<file path="config.mk">
export PLATFORM = sky130hd
export DESIGN_NAME = shift_seq_unit
export DESIGN_NICKNAME = d
export VERILOG_FILES = /design/src/rtl/shift_pkg.sv /design/src/rtl/shift_step.sv /design/src/rtl/shift_seq_unit.sv
export SDC_FILE = /design/constraint.sdc
export NUM_CORES = 1
export LEC_CHECK = 0
export ABC_AREA = 0
export CAP_MARGIN = 15
export CORE_ASPECT_RATIO = 0.7
export CORE_MARGIN = 1
export CORE_UTILIZATION = 35
export DETAILED_ROUTE_END_ITERATION = 10
export GPL_ROUTABILITY_DRIVEN = 0
export GPL_TIMING_DRIVEN = 0
export MAX_ROUTING_LAYER = met4
export PLACE_DENSITY = 0.75
export SLEW_MARGIN = 30
export SYNTH_ARGS = -nofsm -noshare
export SYNTH_HDL_FRONTEND = slang
export SYNTH_SLANG_ARGS = --single-unit
</file>
<file path="constraint.sdc">
create_clock -name clock -period 2 [get_ports clock]
set_clock_uncertainty 0.15 [all_clocks]
set_input_delay 0.5 -clock clock [delete_from_list [all_inputs] [get_ports clock]]
set_output_delay 0.5 -clock clock [all_outputs]
set_load 0.02 [all_outputs]
</file>
<file path="src/rtl/shift_pkg.sv">
// Shared constants for the sequential shifter: widths, op codes and FSM encodings.
// ROR support is compiled in only when SHIFT_ROTATE_EN is defined.
package shift_pkg;

  localparam int DATA_W  = 32;
  localparam int SHAMT_W = 5;
  localparam int OP_W    = 3;
  localparam int STATE_W = 2;

  localparam logic [OP_W-1:0] SHOP_PASS = 3'b000;
  localparam logic [OP_W-1:0] SHOP_SLL  = 3'b001;
  localparam logic [OP_W-1:0] SHOP_SRL  = 3'b010;
  localparam logic [OP_W-1:0] SHOP_SRA  = 3'b011;
  localparam logic [OP_W-1:0] SHOP_ROR  = 3'b100;

  localparam logic [STATE_W-1:0] ST_IDLE  = 2'd0;
  localparam logic [STATE_W-1:0] ST_SHIFT = 2'd1;
  localparam logic [STATE_W-1:0] ST_DONE  = 2'd2;

  typedef logic [DATA_W-1:0]  word_t;
  typedef logic [SHAMT_W-1:0] shamt_t;
  typedef logic [OP_W-1:0]    shop_t;

  // Anything not listed here degrades to a pass-through.
  function automatic logic shop_supported(input shop_t op);
    logic ok;
    ok = 1'b0;
    case (op)
      SHOP_SLL, SHOP_SRL, SHOP_SRA: ok = 1'b1;
`ifdef SHIFT_ROTATE_EN
      SHOP_ROR:                     ok = 1'b1;
`endif
      default:                      ok = 1'b0;
    endcase
    return ok;
  endfunction

endpackage

</file>
<file path="src/rtl/shift_step.sv">
// Combinational single-bit shift step: maps (op, value) to the value after one shift.
// Rotate-right is only decoded when SHIFT_ROTATE_EN is defined.
module shift_step
  import shift_pkg::*;
(
  input  logic [OP_W-1:0]   op,
  input  logic [DATA_W-1:0] value,
  output logic [DATA_W-1:0] next_value
);

  always_comb begin
    next_value = value;
    if (shop_supported(op)) begin
      case (op)
        SHOP_SLL: next_value = {value[DATA_W-2:0], 1'b0};
        SHOP_SRL: next_value = {1'b0, value[DATA_W-1:1]};
        SHOP_SRA: next_value = {value[DATA_W-1], value[DATA_W-1:1]};
`ifdef SHIFT_ROTATE_EN
        SHOP_ROR: next_value = {value[0], value[DATA_W-1:1]};
`endif
        default:  next_value = value;
      endcase
    end
  end

endmodule

</file>
<file path="src/rtl/shift_seq_unit.sv">
// Multi-cycle shifter: one bit per clock, done pulse after shamt shifts.
// Define SHIFT_ROTATE_EN to enable rotate-right (op=100); otherwise it passes through.
module shift_seq_unit
  import shift_pkg::*;
(
  input  logic                clock,
  input  logic                reset,
  input  logic                start,
  input  logic [OP_W-1:0]     op,
  input  logic [SHAMT_W-1:0]  shamt,
  input  logic [DATA_W-1:0]   data_in,
  output logic [DATA_W-1:0]   result,
  output logic                busy,
  output logic                done
);

  logic [STATE_W-1:0] state_q, state_d;
  logic [DATA_W-1:0]  result_q, result_d;
  logic [SHAMT_W-1:0] count_q, count_d;
  logic [OP_W-1:0]    op_q, op_d;
  logic [DATA_W-1:0]  step_value;

  shift_step u_step (
    .op         (op_q),
    .value      (result_q),
    .next_value (step_value)
  );

  always_comb begin
    state_d  = state_q;
    result_d = result_q;
    count_d  = count_q;
    op_d     = op_q;
    case (state_q)
      ST_IDLE: begin
        if (start) begin
          result_d = data_in;
          count_d  = shamt;
          op_d     = op;
          state_d  = (shamt != '0) ? ST_SHIFT : ST_DONE;
        end
      end
      ST_SHIFT: begin
        result_d = step_value;
        count_d  = count_q - 1'b1;
        // Last shift happens on the edge that takes count from 1 to 0.
        if (count_q == SHAMT_W'(1)) begin
          state_d = ST_DONE;
        end
      end
      ST_DONE: begin
        state_d = ST_IDLE;
      end
      default: begin
        state_d = ST_IDLE;
      end
    endcase
  end

  always_ff @(posedge clock) begin
    if (!reset) begin
      state_q  <= ST_IDLE;
      result_q <= '0;
      count_q  <= '0;
      op_q     <= SHOP_PASS;
    end else begin
      state_q  <= state_d;
      result_q <= result_d;
      count_q  <= count_d;
      op_q     <= op_d;
    end
  end

  assign result = result_q;
  assign busy   = (state_q != ST_IDLE);
  assign done   = (state_q == ST_DONE);

endmodule

</file>
### Word level (Yosys, flattened, before mapping)

Index checks and enable logic that the tools add are counted.

| cells by class | value |
|---|---|
| $add $sub $neg | 1 |
| reductions and logical operators | 10 |
| mux-type cells | 11 |
| equality and inequality tests | 12 |

Operators with widths:

| operator | number |
|---|---|
| $pmux 32 s3 | 1 |
| $mux 32 | 2 |
| $pmux 32 s2 | 1 |
| $pmux 5 s2 | 1 |
| $eq 3x2->1 const B | 2 |
| $mux 2 | 3 |
| $ne 2x2->1 const B | 3 |
| $reduce_and 2->1 | 3 |
| $eq 5x1->1 const B | 1 |
| $mux 5 | 1 |
| $reduce_and 5->1 | 1 |
| $reduce_bool 5->1 | 1 |
| $sub 5x1->5 const B | 1 |
| $ne 4x1->1 const B | 1 |
| $pmux 2 s2 | 1 |
| $reduce_and 4->1 | 1 |
| $reduce_bool 2->1 | 2 |
| $eq 3x1->1 const B | 1 |
| $ne 3x1->1 const B | 1 |
| $reduce_or 3->1 | 1 |
| $eq 2x1->1 const B | 1 |
| $eq 2x2->1 const B | 1 |
| $logic_not 2->1 | 1 |
| $ne 2x1->1 const B | 1 |
| $mux 1 | 1 |

| storage, ports and cells | value |
|---|---|
| bits in registers | 42 |
| input port bits | 43 |
| output and inout bits | 34 |

### Longest topological paths before layout

Gate-level depths: netlist of the first run.

| depth | value |
|---|---|
| depth after elaboration | 5 |
| depth in mapped cells | 7 |

### Cells and area by module

Synthesis of the first run repeated with hierarchy kept, for this count alone.

| second synthesis, totals | value |
|---|---|
| cells, all modules | 360 |
| area, all modules | 2919.0 um^2 |

By module, submodules not included:

| module | area an instance (um^2) | times used | cells an instance | sequential area each (um^2) |
|---|---|---|---|---|
| shift_seq_unit | 2157.1 | 1 | 240 | 840.8 |
| shift_step | 762.0 | 1 | 120 | 0.0 |

### Worst setup path before layout of the first run

Ideal clock, no wire load.

| timing path | value |
|---|---|
| path kind | register to output |
| start | reg state_q[1] |
| end | out done |
| buffers on the path | 2 |
| stages on the path, launching flop included | 4 |
| required time | 1.350 ns |
| arrival time | 1.050 ns |
| slack | 0.300 ns |
| cells stage by stage | dfxtp_1 -> buf_2 -> clkbuf_1 -> nor2b_1 |

| between the ends | value |
|---|---|
| cells in the longest elaborated chain, start to end | 1 |

RTL lines:

| element | RTL line | text |
|---|---|---|
| from (decl) | shift_seq_unit.sv:17 | `logic [STATE_W-1:0] state_q, state_d;` |
| from (signal assigned) | shift_seq_unit.sv:67 | `state_q <= state_d;` |
| $eq 2x2->1 | shift_seq_unit.sv:76 | `assign done = (state_q == ST_DONE);` |
| to (decl) | shift_seq_unit.sv:14 | `output logic done` |

Every way passes these cells.

### Final worst setup path of the first run

| timing path | value |
|---|---|
| start | reg result_q[8], in the netlist result[8] |
| end | out result[8] |

RTL lines:

| element | RTL line | text |
|---|---|---|
| from (decl) | shift_seq_unit.sv:18 | `logic [DATA_W-1:0] result_q, result_d;` |
| from (signal assigned) | shift_seq_unit.sv:68 | `result_q <= result_d;` |
| to (decl) | shift_seq_unit.sv:12 | `output logic [DATA_W-1:0] result,` |

No word-level cell between the ends.

==> summary.txt, run 1 <==
Run status
  – Run status: finished, final reports clean

Route
  – Routed wire length: between 6000 and 7000 µm
  – Vias post-DR: 2188
  – DRC violation total after the first TritonRoute iteration: 57
  – Wire per inst: approximately 15 µm
  – Number of design rule violations left after detail routing: 0
  – Vias per Instance: about 5.3
  – Length of the first detailed-routing pass in iterations: 4
  – Post-route antenna net violation count: 0

Clocking
  – H-tree lvl count: 2
  – Insertion delay to the later sink of the worst-skew pair: 0.30 ns
  – Hold-fix buffers at CTS: 0
  – TritonCTS buffer count: 5
  – Clock transition at the register clock pins on the worst setup and hold paths after CTS: about 0.080 ns
  – Clock sinks: 42
  – Root buf cell: clkbuf_8
  – Clock tree from TritonCTS: done
  – Buffers from clock root to sink, at most: 2

Layout
  – Post-route cell area: around 0.0032 mm²
  – Proportion of layout cells with a drive suffix above 1: ~9.1%
  – Post-layout net count: 384
  – Filler cell count: ~550
  – Non-filler cells, final: approximately 420
  – Layout-stage area growth over the synthesis result: 45.6%
  – Antenna cell count: 0

Setup path
  – Type of destination of the critical path: primary output
  – Path depth of the worst reg2reg path: 6
  – Critical Path Source Type: register
  – Critical Path Fanout Max: 4
  – Kind of critical path: reg -> out
  – Arrival time worst endpoint: between 1 and 1.5 ns
  – Crit path cell chain: clkdlybuf4s50_1
  – Critical register-to-register path startpoint: state_q[1]$_SDFFE_PN0P_
  – Worst r2r dst: result[20]$_SDFFE_PN0P_
  – CP top delay family: buffers and inverters
  – Critical path data required time: ~1.4 ns
  – Crit path largest cell delay: 0.63 ns
  – Buf/Inv on CP: 1
  – Internal reg-to-reg setup slack: 0.28 ns
  – Cell with the largest stage delay on the worst path: clkdlybuf4s50_1

Power and ir drop
  – Worst vdd rail ir drop: approximately 0.3 mV
  – Cell area power density: about 850 mW/mm²
  – Static Leakage: between 1.5 and 2 nW
  – Sum of internal, switching and leakage power: 2.74 mW

Logic synthesis
  – Number of synthesized register bits: 42
  – Prevailing post-synth register cell: dfxtp_1
  – Number of enable-type register cells in the synthesized netlist: 0
  – Netlist Area Pre-Place: 0.00222 mm²
  – Portion of the post-synthesis area used by sequential elements: about 38%
  – Net count after synthesis: 301
  – Top-area cell type share of the netlist area: between 30% and 40%
  – Cell taking the most area after synthesis: dfxtp_1
  – Mean cell area of the mapped netlist: between 8 and 9 µm²
  – Async set-reset flop share out of synthesis: 0%
  – Distinct cell type count of the synthesized netlist: 38
  – Commonest cells post-synth: dfxtp_1, a21oi_1, nor2_1
  – Main area contributors after synthesis: dfxtp_1, mux2i_1, a22o_1, a21oi_1, nor2_1
  – Instance count of the mapped netlist: ~260
  – Number of warning messages in the yosys log: 0
  – Cell with the most instances after synthesis: dfxtp_1

Die
  – Core area: 0.00593 mm²
  – Die outline area: roughly 0.0067 mm²
  – Die boundary width: 97.2 µm
  – Initial Utilization: a little under two fifths
  – Floorplan row count: 23
  – I/O pin count: 77
  – Die boundary height: 68.7 µm

Hold path
  – Min-delay src: count_q[4]$_SDFFE_PN0P_
  – Endpoint of the worst hold path: count_q[4]$_SDFFE_PN0P_
  – Class of the tightest hold or removal check: reg -> reg
  – Hold path depth: 2

Timing
  – Unrepaired setup endpoints after global routing: false
  – Number of slew-limit violations in the final report: 0
  – Number of setup violations in the final report: 0
  – Total negative slack for setup checks: 0 ns
  – Peak Freq: 0.508 GHz
  – Period utilization: a little over nine tenths
  – Max-slew headroom at the worst pin: approximately 70%
  – Final hold violations: 0
  – Tmin final: a little under 2 ns
  – Worst slew pin tran: between 0.4 and 0.5 ns

GRT
  – Initial antenna violation count: 0
  – Wire length of the first global-routing pass: 9690 µm
  – Pin count of the biggest net entering global routing: 14
  – GRT Resource Usage Total: a little under a fifth
  – Total overflow reported by the global router: 0
  – Vias in the first global route: between 1500 and 2000

Place
  – Total placed cells including tap cells: roughly 410
  – Estimated wirelength of the detail-placed design: 4530 µm
  – Dpl cell area: slightly above 0.003 mm²
  – Number of input and output port buffers inserted: 76

Job
  – Count of max-cap constraint violations: 0
## placed cells by master (no fill, tap or decap), types with 5 or more instances in the layout
cell type / instances
a22o_1: 30
a21oi_1: 39
clkbuf_1: 7
dlymetal6s2s_1: 22
nor2_1: 37
dfxtp_1: 41
dlygate4sd2_1: 5
clkbuf_8: 6
a21boi_0: 5
clkdlybuf4s50_1: 47
buf_2: 7
mux2i_1: 30
nand2_1: 11
## state kept, by name, summed over array words and instances, names as in the netlist
name     count
result      32
state_q      2
count_q      5
op_q         3
## cell type report
class	instances	area, µm²	share of cell area (%)
plain buffers	22	146	4.52
clock buffers	6	82.6	2.55
flip-flops and latches	42	842	26.0
multi-input cells	188	1240	38.4
well taps	75	93.8	2.90
clock inverters	2	12.5	0.387
repair buffers	76	802	24.8
inverters	4	15.0	0.464
## power by group
group | leakage [nW] | switching (mW) | internal, mW
clock | 0.0472 | 0.309 | 0.278
combinational | 1.17 | 0.542 | 0.509
sequential | 0.346 | 0.136 | 0.965
total | 1.57 | 0.986 | 1.75
## through the flow
step | worst slack [ns] | util [%] | hold slack, ns
final | 0.0330 | 54.6 | 0.334
after global routing | 0.000644 | 54.6 | 0.357
after CTS | -0.00241 | 53.6 | 0.337
after detailed placement | -0.357 | 51.9 | 0.326
after global placement | -0.318 | 51.9 | 0.321
after floorplan | 0.300 | - | 0.297
## how the worst max path moves through the flow
| stage | cells after the start | end | start | slack (ns) |
|---|---|---|---|---|
| 2_1_floorplan | 3 | done | state_q[1]$_SDFFE_PN0P_ | 0.30 |
| 3_3_place_gp | 6 | result[25]$_SDFFE_PN0P_ | start | -0.32 |
| 3_5_place_dp | 6 | result[31]$_SDFFE_PN0P_ | start | -0.36 |
| 4_1_cts | 4 | busy | state_q[1]$_SDFFE_PN0P_ | -0.002 |
| 5_1_grt | 1 | result[3] | result[3]$_SDFFE_PN0P_ | 0.0006 |
| 6_report | 1 | result[8] | result[8]$_SDFFE_PN0P_ | 0.03 |
## repair_timing
item,4_1_cts,5_1_grt
endpoints found under the setup margin,13,24
resized for setup,17,29
setup buffers,0,0
## per-layer routing
layer  vias up  part of all wire [%]  track usage, %
met3         7                   5.9            4.64
met5         -                     0               -
met4         0                  0.98            5.70
li1       1101                     -               -
met1      1014                    51            25.5
met2        66                    42            28.1
## cell families after synthesis
kind of cell / synth area share (%)
muxes: 13.5
and+or+nand+nor: 13.5
buffers and inverters: 6.31
xor gates and xnor gates: 0.394
AOI/OAI and AO/OA: 27.4
DFF: 37.8
adders and majority gates: 1.13
No activity file was read; power rests on OpenSTA's default activity.
==> run 2: changes to the inputs <==
--- a/config.mk
+++ b/config.mk
@@ -15,6 +15,7 @@
 export GPL_TIMING_DRIVEN = 0
 export MAX_ROUTING_LAYER = met4
 export PLACE_DENSITY = 0.75
+export RECOVER_POWER = 50
 export SLEW_MARGIN = 30
 export SYNTH_ARGS = -nofsm -noshare
 export SYNTH_HDL_FRONTEND = slang
==> summary.txt, run 2 (synthesis results as in run 1) <==
Layout
  – Most frequent standard cell in the layout excluding fill and tap cells: clkdlybuf4s50_1 (unchanged)
  – Post-Route Utilization: 51.3% (was 54.6%)
  – Antenna cell count: 0 (unchanged)
  – Layout-stage area growth over the synthesis result: 36.9% (was 45.6%)
  – Post-layout net count: 384 (unchanged)
  – Post-route cell area: 0.00304 mm² (was 0.00324 mm²)
  – Max reg flops: 32 (unchanged)
  – Non-filler cells, final: 415 (unchanged)
  – Proportion of layout cells with a drive suffix above 1: 9.12% (unchanged)
  – Commonest non-fill, non-tap cells in the layout: clkdlybuf4s50_1, dfxtp_1, a21oi_1, nor2_1 (unchanged)

Route
  – Vias per Instance: 5.28 (was 5.27)
  – Number of design rule violations left after detail routing: 0 (unchanged)
  – Post-route antenna net violation count: 0 (unchanged)
  – Vias post-DR: 2190 (was 2188)
  – Routed wire length: 6200 µm (was 6220 µm)
  – Length of the first detailed-routing pass in iterations: 4 (unchanged)
  – Met2 Routed Length: 2600 µm (was 2590 µm)
  – Highest metal used: met4 (unchanged)
  – DRC violation total after the first TritonRoute iteration: 62 (was 57)
  – Total met3 wirelength after detailed routing: 348 µm (was 365 µm)
  – Wire per inst: 14.9 µm (was 15.0 µm)
  – Met1 Wirelength: 3200 µm (unchanged)

Clocking
  – Root buf cell: clkbuf_8 (unchanged)
  – Clock tree from TritonCTS: done (unchanged)
  – Number of buffers added for setup after CTS: 0 (unchanged)
  – H-tree lvl count: 2 (unchanged)
  – TritonCTS buffer count: 5 (unchanged)
  – Buffers from clock root to sink, at most: 2 (unchanged)
  – Clock sinks: 42 (unchanged)
  – Insertion delay to the later sink of the worst-skew pair: 0.30 ns (about the same)
  – Clock transition at the register clock pins on the worst setup and hold paths after CTS: 0.08 ns (about the same)

Setup path
  – Path depth of the worst reg2reg path: 6 (unchanged)
  – Cell with the largest stage delay on the worst path: clkdlybuf4s50_1 (unchanged)
  – CP top delay family: buffers and inverters (unchanged)
  – Critical path data required time: 1.35 ns (about the same)
  – Type of destination of the critical path: primary output (unchanged)
  – Critical Path Fanout Max: 4 (unchanged)
  – Critical Path Source Type: register (unchanged)
  – Kind of critical path: reg -> out (unchanged)
  – Buf/Inv on CP: 1 (unchanged)
  – Worst r2r dst: result[20]$_SDFFE_PN0P_ (unchanged)
  – Critical register-to-register path startpoint: state_q[1]$_SDFFE_PN0P_ (unchanged)
  – Arrival time worst endpoint: 1.31 ns (was 1.32 ns)
  – Crit path largest cell delay: 0.62 ns (was 0.63 ns)
  – Crit path cell chain: clkdlybuf4s50_1 (unchanged)
  – Internal reg-to-reg setup slack: 0.29 ns (was 0.28 ns)

GRT
  – Vias in the first global route: 1944 (unchanged)
  – Wire length of the first global-routing pass: 9690 µm (unchanged)
  – Total overflow reported by the global router: 0 (unchanged)
  – Initial antenna violation count: 0 (unchanged)
  – GRT Resource Usage Total: 18.9% (unchanged)
  – Pin count of the biggest net entering global routing: 14 (unchanged)

Hold path
  – Class of the tightest hold or removal check: reg -> reg (unchanged)
  – Min-delay src: count_q[4]$_SDFFE_PN0P_ (unchanged)
  – Hold path depth: 2 (unchanged)
  – Endpoint of the worst hold path: count_q[4]$_SDFFE_PN0P_ (unchanged)

Die
  – Die outline area: 0.00668 mm² (unchanged)
  – Initial Utilization: 37.5% (unchanged)
  – Die boundary height: 68.7 µm (unchanged)
  – I/O pin count: 77 (unchanged)
  – Floorplan row count: 23 (unchanged)
  – Die boundary width: 97.2 µm (unchanged)
  – Core area: 0.00593 mm² (unchanged)

Timing
  – Tmin final: 1.96 ns (was 1.97 ns)
  – Final Hold Slack: 0.335 ns (was 0.334 ns)
  – Final hold violations: 0 (unchanged)
  – Worst slew pin tran: 0.469 ns (was 0.468 ns)
  – Number of setup violations in the final report: 0 (unchanged)
  – Period utilization: 98.2% (was 98.4%)
  – Max-slew headroom at the worst pin: 68.8% (about the same)
  – Peak Freq: 0.509 GHz (was 0.508 GHz)
  – Unrepaired setup endpoints after global routing: false (unchanged)
  – Number of slew-limit violations in the final report: 0 (unchanged)

Run status
  – Run status: finished, final reports clean (unchanged)

Place
  – Number of input and output port buffers inserted: 76 (unchanged)
  – Estimated wirelength of the detail-placed design: 4530 µm (unchanged)
  – Dpl cell area: 0.00308 mm² (unchanged)
  – Total placed cells including tap cells: 407 (unchanged)

Power and ir drop
  – Static Leakage: 1.16 nW (was 1.57 nW)
  – Sum of internal, switching and leakage power: 2.67 mW (was 2.74 mW)
  – Cell area power density: 877 mW/mm² (was 846 mW/mm²)
  – Worst vdd rail ir drop: 0.285 mV (was 0.298 mV)

Job
  – Count of max-cap constraint violations: 0 (unchanged)
[run 2: changes by cell type in the layout (fill, tap and decap cells not counted)]
| cell | previous run | this run |
|---|---|---|
| dlymetal6s2s_1 | 22 | 0 |
| clkdlybuf4s50_1 | 47 | 45 |
| clkbuf_1 | 7 | 29 |
| dlygate4sd3_1 | 0 | 2 |
[run 2: metal layers]
layer  vias up  GRT usage, %
met5         -             -
li1       1097             -
met2        73          28.1
met4         0          5.70
met3         7          4.64
met1      1013          25.5
[run 2: area by class of cell]
cell class,instances,area [µm²]
Tap cell,75,93.8
Inverter,4,15.0
Clock buffer,6,82.6
Sequential cell,42,842
Buffer,22,146
Clock inverter,2,12.5
Multi-Input combinational cell,188,1240
Fill cell,585,2890
Timing Repair Buffer,76,609
[run 2: where the power goes]
| part | total, mW | leakage, nW | internal [mW] | switching [mW] |
|---|---|---|---|---|
| Sequential | 1.10 | 0.346 | 0.965 | 0.138 |
| Combinational | 0.980 | 0.765 | 0.439 | 0.541 |
| Clock | 0.587 | 0.0472 | 0.278 | 0.309 |
| Total | 2.67 | 1.16 | 1.68 | 0.987 |
[run 2: per-stage QoR]
step	TNS [ns]	setup slack, ns
floorplan	0	0.300
global placement	-11.08	-0.318
detailed placement	-11.32	-0.357
CTS	-0.00241	-0.00241
global route	0	0.000644
finish	0	0.0363
[run 2: timing repair]
action	CTS	global route
hold buffers	0	0
gates resized for setup	17	29
cloned	0	0
endpoints found under the setup margin	13	24
[run 2: worst max path at each step]
| stage | start | to | cells after the start |
|---|---|---|---|
| 2_1_floorplan | state_q[1]$_SDFFE_PN0P_ | done | 3 |
| 3_3_place_gp | start | result[25]$_SDFFE_PN0P_ | 6 |
| 3_5_place_dp | start | result[31]$_SDFFE_PN0P_ | 6 |
| 4_1_cts | state_q[1]$_SDFFE_PN0P_ | busy | 4 |
| 5_1_grt | result[3]$_SDFFE_PN0P_ | result[3] | 1 |
| 6_report | result[8]$_SDFFE_PN0P_ | result[8] | 1 |
==> run 3: changes to the inputs <==
--- a/config.mk
+++ b/config.mk
@@ -7,16 +7,17 @@
 export LEC_CHECK = 0
 export ABC_AREA = 0
 export CAP_MARGIN = 15
+export CELL_PAD_IN_SITES_DETAIL_PLACEMENT = 2
+export CELL_PAD_IN_SITES_GLOBAL_PLACEMENT = 2
 export CORE_ASPECT_RATIO = 0.7
 export CORE_MARGIN = 1
-export CORE_UTILIZATION = 35
+export CORE_UTILIZATION = 26
 export DETAILED_ROUTE_END_ITERATION = 10
 export GPL_ROUTABILITY_DRIVEN = 0
 export GPL_TIMING_DRIVEN = 0
 export MAX_ROUTING_LAYER = met4
-export PLACE_DENSITY = 0.75
+export PLACE_DENSITY = 0.9
 export RECOVER_POWER = 50
-export SLEW_MARGIN = 30
 export SYNTH_ARGS = -nofsm -noshare
 export SYNTH_HDL_FRONTEND = slang
 export SYNTH_SLANG_ARGS = --single-unit
==> summary.txt, run 3 (synthesis results as in run 1) <==
Run status
  – Run status: finished, final reports clean (unchanged)

Timing
  – Final hold violations: 0 (unchanged)
  – Worst slew pin tran: 0.531 ns (was 0.469 ns)
  – Period utilization: 98.8% (was 98.2%)
  – Number of setup violations in the final report: 0 (unchanged)
  – Worst Setup Slack, final: 0.0246 ns (was 0.0363 ns)
  – Total negative slack for setup checks: 0 ns (unchanged)
  – Final Hold Slack: 0.374 ns (was 0.335 ns)
  – Unrepaired setup endpoints after global routing: false (unchanged)
  – Number of slew-limit violations in the final report: 0 (unchanged)
  – Peak Freq: 0.506 GHz (was 0.509 GHz)
  – Max-slew headroom at the worst pin: 64.6% (was 68.8%)
  – Tmin final: 1.98 ns (was 1.96 ns)

Hold path
  – Hold path depth: 2 (unchanged)
  – Min-delay src: result[0]$_SDFFE_PN0P_ (was count_q[4]$_SDFFE_PN0P_)
  – Class of the tightest hold or removal check: reg -> reg (unchanged)
  – Endpoint of the worst hold path: result[0]$_SDFFE_PN0P_ (was count_q[4]$_SDFFE_PN0P_)

Clocking
  – Clock transition at the register clock pins on the worst setup and hold paths after CTS: 0.06 ns (was 0.08 ns)
  – Clock sinks: 42 (unchanged)
  – Buffers from clock root to sink, at most: 2 (unchanged)
  – H-tree lvl count: 2 (unchanged)
  – Clock tree from TritonCTS: done (unchanged)
  – Insertion delay to the later sink of the worst-skew pair: 0.29 ns (was 0.30 ns)
  – TritonCTS buffer count: 5 (unchanged)
  – Root buf cell: clkbuf_16 (was clkbuf_8)

Setup path
  – Crit path cell chain: clkdlybuf4s50_1 (unchanged)
  – Cell with the largest stage delay on the worst path: clkdlybuf4s50_1 (unchanged)
  – Buf/Inv on CP: 1 (unchanged)
  – Arrival time worst endpoint: 1.33 ns (was 1.31 ns)
  – Type of destination of the critical path: primary output (unchanged)
  – Critical Path Fanout Max: 4 (unchanged)
  – Worst r2r dst: result[14]$_SDFFE_PN0P_ (was result[20]$_SDFFE_PN0P_)
  – Critical Path Source Type: register (unchanged)
  – Internal reg-to-reg setup slack: 0.20 ns (was 0.29 ns)
  – Kind of critical path: reg -> out (unchanged)
  – Crit path largest cell delay: 0.63 ns (was 0.62 ns)
  – CP top delay family: buffers and inverters (unchanged)
  – Critical path data required time: 1.35 ns (about the same)
  – Path depth of the worst reg2reg path: 6 (unchanged)
  – Critical register-to-register path startpoint: state_q[1]$_SDFFE_PN0P_ (unchanged)

Route
  – Vias post-DR: 2276 (was 2190)
  – Number of design rule violations left after detail routing: 0 (unchanged)
  – Vias per Instance: 5.16 (was 5.28)
  – Post-route antenna net violation count: 0 (unchanged)
  – Wire per inst: 18.7 µm (was 14.9 µm)
  – DRC violation total after the first TritonRoute iteration: 68 (was 62)
  – Routed wire length: 8250 µm (was 6200 µm)
  – Length of the first detailed-routing pass in iterations: 4 (unchanged)

Power and ir drop
  – Worst vdd rail ir drop: 0.295 mV (was 0.285 mV)
  – Cell area power density: 977 mW/mm² (was 877 mW/mm²)
  – Static Leakage: 1.21 nW (was 1.16 nW)
  – Sum of internal, switching and leakage power: 3.13 mW (was 2.67 mW)

Layout
  – Commonest non-fill, non-tap cells in the layout: clkdlybuf4s50_1, dfxtp_1, a21oi_1, nor2_1 (unchanged)
  – Sequential cell area: 841 µm² (was 842 µm²)
  – Post-Route Utilization: 39.7% (was 51.3%)
  – Filler cell count: 924 (was 585)
  – Proportion of layout cells with a drive suffix above 1: 7.94% (was 9.12%)
  – Post-layout net count: 384 (unchanged)
  – Combined area of the multi-input logic cells: 0.00124 mm² (unchanged)
  – Layout-stage area growth over the synthesis result: 44.2% (was 36.9%)
  – Antenna cell count: 0 (unchanged)
  – Max reg flops: 32 (unchanged)
  – Most frequent standard cell in the layout excluding fill and tap cells: clkdlybuf4s50_1 (unchanged)

Die
  – Die outline area: 0.00893 mm² (was 0.00668 mm²)
  – Die boundary height: 79.3 µm (was 68.7 µm)
  – Core area: 0.00807 mm² (was 0.00593 mm²)
  – Die boundary width: 112 µm (was 97.2 µm)
  – I/O pin count: 77 (unchanged)
  – Initial Utilization: 27.5% (was 37.5%)
  – Floorplan row count: 27 (was 23)

Place
  – Minimum setup slack after placement: -0.417 ns (was -0.357 ns)
  – Estimated wirelength of the detail-placed design: 6130 µm (was 4530 µm)
  – Number of input and output port buffers inserted: 76 (unchanged)

Job
  – Count of max-cap constraint violations: 0 (unchanged)

GRT
  – Initial antenna violation count: 0 (unchanged)
  – Highest-utilization routing layer at the global route stage: met2 (unchanged)
  – Met3 demand-to-capacity share in global routing: 3.82% (was 4.64%)
  – GRT met2 Usage: 30.4% (was 28.1%)
  – Vias in the first global route: 2489 (was 1944)
  – GR met1 Demand/Resource: 25.1% (was 25.5%)
  – Wire length of the first global-routing pass: 13000 µm (was 9690 µm)
  – Pin count of the biggest net entering global routing: 13 (was 14)
  – GRT Resource Usage Total: 19.5% (was 18.9%)
  – Total overflow reported by the global router: 0 (unchanged)
==> run 3: through the flow <==
stage	cell area [µm²]	cells
after floorplan	2220	256
after global placement	3110	433
after detailed placement	3110	433
after CTS	3280	441
after global routing	3200	441
final	3200	441
==> run 3: metal layers <==
metal	wire [µm]	up-vias	part of all wire [%]
met4	151	0	1.8
met5	0	-	0
met2	3760	65	46
met3	327	11	4.0
li1	-	1093	-
met1	4010	1107	49
==> run 3: final cells by class <==
type | count | area share, %
multi-input combinational | 188 | 38.7
sequential | 42 | 26.2
timing repair buffer | 76 | 21.1
buffer | 22 | 4.45
clock buffer | 7 | 4.14
tap | 101 | 3.94
clock inverter | 1 | 0.937
inverter | 4 | 0.469
==> run 3: timing repair <==
| action | CTS | global route |
|---|---|---|
| hold buffers | 0 | 0 |
| buffers inserted | 0 | 0 |
| resized for setup | 19 | 15 |
| setup endpoints to repair | 39 | 13 |
==> run 3: power by group <==
part / internal [mW] / leakage, nW / switching, mW
combinational: 0.478 / 0.790 / 0.593
clock: 0.591 / 0.0781 / 0.354
sequential: 0.965 / 0.346 / 0.149
==> run 3: worst max path at each step <==
stage	slack (ns)	depth (start not counted)	startpoint	end
floorplan	0.30	3	state_q[1]$_SDFFE_PN0P_	done
global placement	-0.33	6	start	result[31]$_SDFFE_PN0P_
detailed placement	-0.42	6	start	result[25]$_SDFFE_PN0P_
CTS	0.00004	4	state_q[1]$_SDFFE_PN0P_	busy
global route	0.003	6	start	result[25]$_SDFFE_PN0P_
finish	0.02	1	result[22]$_SDFFE_PN0P_	result[22]
